**config.mk**
```make
export PLATFORM = sky130hd
export DESIGN_NAME = mac_seq_ctrl
export DESIGN_NICKNAME = d
export VERILOG_FILES = /design/src/rtl/mac_seq_ctrl.sv
export SDC_FILE = /design/constraint.sdc
export NUM_CORES = 1
export LEC_CHECK = 0
export BUFFER_PORTS_ARGS = -buffer_cell sky130_fd_sc_hd__buf_2
export CAP_MARGIN = 5
export CORE_MARGIN = 2
export CORE_UTILIZATION = 40
export CTS_CLUSTER_DIAMETER = 60
export DETAILED_ROUTE_END_ITERATION = 8
export HOLD_SLACK_MARGIN = 0.03
export PLACE_DENSITY = 0.71
export SYNTH_ARGS = -nofsm -noshare
export SYNTH_HDL_FRONTEND = slang
export SYNTH_SLANG_ARGS = --single-unit
```
**constraint.sdc**
```tcl
create_clock -name clk -period 2.85 [get_ports clk]
set_input_delay 0 -clock clk [delete_from_list [all_inputs] [get_ports clk]]
set_output_delay 0 -clock clk [all_outputs]
set_load 0.1 [all_outputs]
```
**src/rtl/mac_seq_ctrl.sv**
```systemverilog
// Operand sequencer feeding a signed MAC: streams pairs, drains the MAC pipeline,
// captures the dot-product into a handshaked output. Optional MACSEQ_TRUNC_FLAG_EN adds out_trunc.
module mac_seq_ctrl #(
   parameter int WIDTH   = 8,
   parameter int CNT_W   = 8,
   parameter int MAX_LEN = 255
) (
   input  logic                 clk,
   input  logic                 rst,
   input  logic                 in_valid,
   output logic                 in_ready,
   input  logic [WIDTH-1:0]     in_a,
   input  logic [WIDTH-1:0]     in_b,
   input  logic                 in_last,
   output logic                 mac_clr,
   output logic [WIDTH-1:0]     mac_a,
   output logic [WIDTH-1:0]     mac_b,
   input  logic [2*WIDTH-1:0]   mac_result,
   output logic                 out_valid,
   input  logic                 out_ready,
   output logic [2*WIDTH-1:0]   out_data,
   output logic [CNT_W-1:0]     out_count
`ifdef MACSEQ_TRUNC_FLAG_EN
   ,
   output logic                 out_trunc
`endif
);

   typedef enum logic [1:0] {
      ACCUM   = 2'd0,
      DRAIN   = 2'd1,
      CAPTURE = 2'd2
   } state_t;

   state_t r_state;
   state_t w_state_next;

   logic [CNT_W-1:0]   r_count;
   logic [CNT_W-1:0]   r_len;
   logic [WIDTH-1:0]   r_mac_a;
   logic [WIDTH-1:0]   r_mac_b;
   logic               r_out_valid;
   logic [2*WIDTH-1:0] r_out_data;
   logic [CNT_W-1:0]   r_out_count;

   logic               w_fire_in;
   logic               w_end_vec;
   logic               w_cap_fire;
   logic [CNT_W-1:0]   w_cnt_inc;

   assign w_fire_in  = in_valid && in_ready;
   assign w_cnt_inc  = r_count + 1'b1;
   assign w_end_vec  = w_fire_in && (in_last || (w_cnt_inc == CNT_W'(MAX_LEN)));
   assign w_cap_fire = (r_state == CAPTURE) && (!r_out_valid || out_ready);

   assign in_ready  = (r_state == ACCUM) && !rst;
   // Clearing on rst keeps the MAC aligned with the sequencer after reset.
   assign mac_clr   = rst || w_cap_fire;
   assign mac_a     = r_mac_a;
   assign mac_b     = r_mac_b;
   assign out_valid = r_out_valid;
   assign out_data  = r_out_data;
   assign out_count = r_out_count;

   always_ff @(posedge clk) begin
      if (rst) begin
         r_state <= ACCUM;
      end else begin
         r_state <= w_state_next;
      end
   end

   always_comb begin
      w_state_next = r_state;
      case (r_state)
         ACCUM:   if (w_end_vec) w_state_next = DRAIN;
         DRAIN:   w_state_next = CAPTURE;
         CAPTURE: if (w_cap_fire) w_state_next = ACCUM;
         default: w_state_next = ACCUM;
      endcase
   end

   // Idle cycles present 0*0 so the enable-less MAC holds its sum.
   always_ff @(posedge clk) begin
      if (rst) begin
         r_mac_a <= '0;
         r_mac_b <= '0;
      end else if (w_fire_in) begin
         r_mac_a <= in_a;
         r_mac_b <= in_b;
      end else begin
         r_mac_a <= '0;
         r_mac_b <= '0;
      end
   end

   always_ff @(posedge clk) begin
      if (rst) begin
         r_count <= '0;
         r_len   <= '0;
      end else if (w_end_vec) begin
         r_count <= '0;
         r_len   <= w_cnt_inc;
      end else if (w_fire_in) begin
         r_count <= w_cnt_inc;
      end
   end

   always_ff @(posedge clk) begin
      if (rst) begin
         r_out_valid <= 1'b0;
         r_out_data  <= '0;
         r_out_count <= '0;
      end else if (w_cap_fire) begin
         r_out_valid <= 1'b1;
         r_out_data  <= mac_result;
         r_out_count <= r_len;
      end else if (r_out_valid && out_ready) begin
         r_out_valid <= 1'b0;
      end
   end

`ifdef MACSEQ_TRUNC_FLAG_EN
   logic r_trunc_pend;
   logic r_out_trunc;

   assign out_trunc = r_out_trunc;

   always_ff @(posedge clk) begin
      if (rst) begin
         r_trunc_pend <= 1'b0;
         r_out_trunc  <= 1'b0;
      end else begin
         if (w_end_vec) r_trunc_pend <= !in_last;
         if (w_cap_fire) r_out_trunc <= r_trunc_pend;
      end
   end
`endif

endmodule

```
==> results.py <==
metrics = {
    "status": {
        "status": "completed",
    },
    "clock_tree": {
        "cts_sinks": 59,
        "clk_pin_slew_ps": 70,
        "tritoncts": "built",
        "h-tree-depth": 3,
        "cts_resized": 0,
        "clk_path_buf_depth": 2,
        "cts-root-buf": "clkbuf_8",
        "numCtsBuffers": 9,
        "clk_latency_ps": 320,
    },
    "drt": {
        "detail-route-antenna-nets": 0,
        "firstDrtPassIters": 4,
        "vias_per_cell": 4.530,
        "drcViolationCount": 0,
        "wl_per_cell_um": 11.86,
        "vias": 1975,
        "drtIter0Drc": 79,
        "wl_um": 5173,
    },
    "logic_synthesis": {
        "syn_area_um2": 2206,
        "avgSynthCellArea_um2": 9.004,
        "synth.yosys.seq_area_share": 0.5355,
        "synth_cell_types": 30,
        "synthCells": 245,
        "yosys_warnings": 0,
        "ys_ff_latch": 59,
        "syn-num-nets": 284,
    },
    "critical_path": {
        "crit_start": "r_count[0]",
        "path_max_fanout": 8,
        "crit_required_ps": 3040,
        "critical_path_class": "register to register",
        "cp.arrival_ps": 2450,
        "crit_end": "r_len[1]",
        "reg2reg_depth": 6,
        "cp-start-kind": "register",
        "worstReg2RegEnd": "r_len[1]",
        "r2r-start": "r_count[0]",
        "rrSetupSlack_ps": 590,
        "endpoint_kind": "register",
    },
    "sta": {
        "period_minus_slack_ps": 2265,
        "maxSlewViolCount": 0,
        "tns_ps": 0,
        "rsz0062_at_grt": "false",
        "period_share": 0.7947,
        "maxSlewHeadroom": 0.5069,
        "hold_viol": 0,
        "max_slew.worst_pin.slew_ps": 736.9,
        "setup_viol": 0,
        "finalClockSkew_ps": 6.549,
        "max_freq_mhz": 441.5,
    },
    "grt": {
        "antenna_found_initial": 0,
        "grt_pass1_vias": 2022,
        "grt.overflow.total": 0,
        "grt_max_degree": 33,
        "grt_util_all_layers": 0.1836,
        "grt_pass1_wl_um": 8880,
    },
    "min_path": {
        "holdPathStages": 4,
        "hold_class": "input port to register",
    },
    "floorplanning": {
        "die_area_um2": 6125,
        "ios": 80,
        "coreArea_um2": 5405,
        "die_w_um": 78.26,
        "die_h_um": 78.26,
        "num_rows": 27,
        "initial_utilization": 0.4081,
    },
    "placement": {
        "hpwl_um": 3194,
        "portBuffers": 79,
        "place.gp.congestion": 0.8548,
    },
    "power_and_ir_drop": {
        "p_leak_nw": 1.380,
        "peakVddDrop_mv": 0.3647,
        "power_density_nw_per_um2": 553.3,
    },
    "cells_and_area": {
        "drive_gt1_frac": 0.2830,
        "multi_input_area_um2": 950.9,
        "register_area_um2": 1181,
        "finish.net_count": 398,
        "fillers": 490,
        "num_antenna_cells": 0,
        "syn2layout_area_growth_pct": 44.07,
        "final_cell_mix": "79 x buf_2, 59 x dfxtp_1, 57 x nand2_1",
        "fin_util": 0.5880,
        "final_common_cell": "buf_2",
    },
    "job": {
        "maxCapViolations": 0,
    },
}
==> cell usage after synthesis <==
master | n | share of area
ha_1 | 2 | 0.011
o221ai_1 | 1 | 0.0040
nand2_1 | 57 | 0.097
a211oi_2 | 1 | 0.0057
buf_2 | 1 | 0.0023
inv_1 | 3 | 0.0051
buf_4 | 3 | 0.010
xor2_1 | 3 | 0.012
or4b_1 | 1 | 0.0045
dfxtp_1 | 59 | 0.54
xnor2_1 | 8 | 0.032
clkbuf_1 | 11 | 0.019
nor4b_1 | 2 | 0.0079
nand4_1 | 1 | 0.0028
nand3_1 | 2 | 0.0045
nand2b_1 | 5 | 0.014
o211a_1 | 2 | 0.0091
o2bb2ai_1 | 7 | 0.028
o311a_1 | 1 | 0.0045
o21ai_0 | 1 | 0.0023
or4b_4 | 1 | 0.0062
nor3_1 | 2 | 0.0045
nor2_1 | 9 | 0.015
a21oi_1 | 31 | 0.070
a31o_2 | 1 | 0.0040
nor2b_1 | 6 | 0.017
a21boi_0 | 1 | 0.0034
nand4b_1 | 1 | 0.0040
nand3_2 | 1 | 0.0045
and2_1 | 21 | 0.060
==> through the flow <==
| stage | setup WS [ps] | hold WS, ps | total power, mW | instances | area (µm²) |
|---|---|---|---|---|---|
| floorplan | 429.5 | 121.7 | 1.037 | 245 | 2206 |
| global placement | 703.9 | 200.3 | 1.088 | 386 | 2666 |
| detailed placement | 621.9 | 203.4 | 1.090 | 386 | 2666 |
| CTS | 561.2 | 133.1 | 1.781 | 436 | 3178 |
| global route | 403.1 | 150.0 | 1.843 | 436 | 3178 |
| finish | 585.1 | 144.5 | 1.758 | 436 | 3178 |
==> per-layer routing <==
layer,GRT usage,vias to the layer above,part of all wire
met5,0,-,0
met1,0.2132,871,0.45
li1,-,1033,-
met2,0.3052,59,0.48
met4,0.1070,0,0.023
met3,0.04828,12,0.048
==> timing repair <==
item | in CTS | in global routing
endpoints found under the hold margin | 35 | 0
buffers inserted | 0 | 0
hold buffers | 34 | 0
==> sequential cells by signal, summed over array words and instances (netlist names) <==
name	flops
out_count	8
out_data	16
r_count	8
mac_b	8
r_state	2
mac_a	8
out_valid	1
r_len	8
==> power breakdown <==
group          internal, mW  leakage [nW]  switching (mW)
sequential            0.844         0.479          0.0102
clock                 0.338        0.0863           0.311
combinational        0.0807         0.816           0.175
total                  1.26          1.38           0.496
==> how the worst min path moves through the flow <==
stage	startpoint	endpoint
global route	rst	r_count[7]
CTS	rst	r_count[7]
finish	rst	r_count[7]
floorplan	in_a[0]	mac_a[0]
detailed placement	in_a[2]	mac_a[2]
global placement	in_a[2]	mac_a[2]
==> worst max-delay path: stages, from the launching register on <==
cell	delay, ps
dfxtp_1	450
ha_1	330
a21oi_1	70
o211a_1	210
o311a_1	390
a21oi_1	550
o2bb2ai_1	140
==> cells by family (layout without fill, tap and decap cells) <==
| group | count (synthesis) | in the layout | share of synthesized area |
|---|---|---|---|
| AND/OR/NAND/NOR | 109 | 109 | 0.2422 |
| XOR/XNOR | 11 | 11 | 0.04368 |
| adder cells (fa/ha/maj) | 2 | 2 | 0.01134 |
| buffers and inverters | 18 | 137 | 0.03630 |
| AO/OA/AOI/OAI | 46 | 46 | 0.1310 |
| flip-flops | 59 | 59 | 0.5354 |
==> cell type report <==
type	instances	area share
flip-flops and latches	59	0.3717
clock inverters	4	0.008268
clock buffers	12	0.04567
inverters	3	0.003543
multi-input cells	168	0.2992
repair buffers	118	0.2433
well taps	72	0.02835
Note: power is estimated with default switching activity, not from simulation.
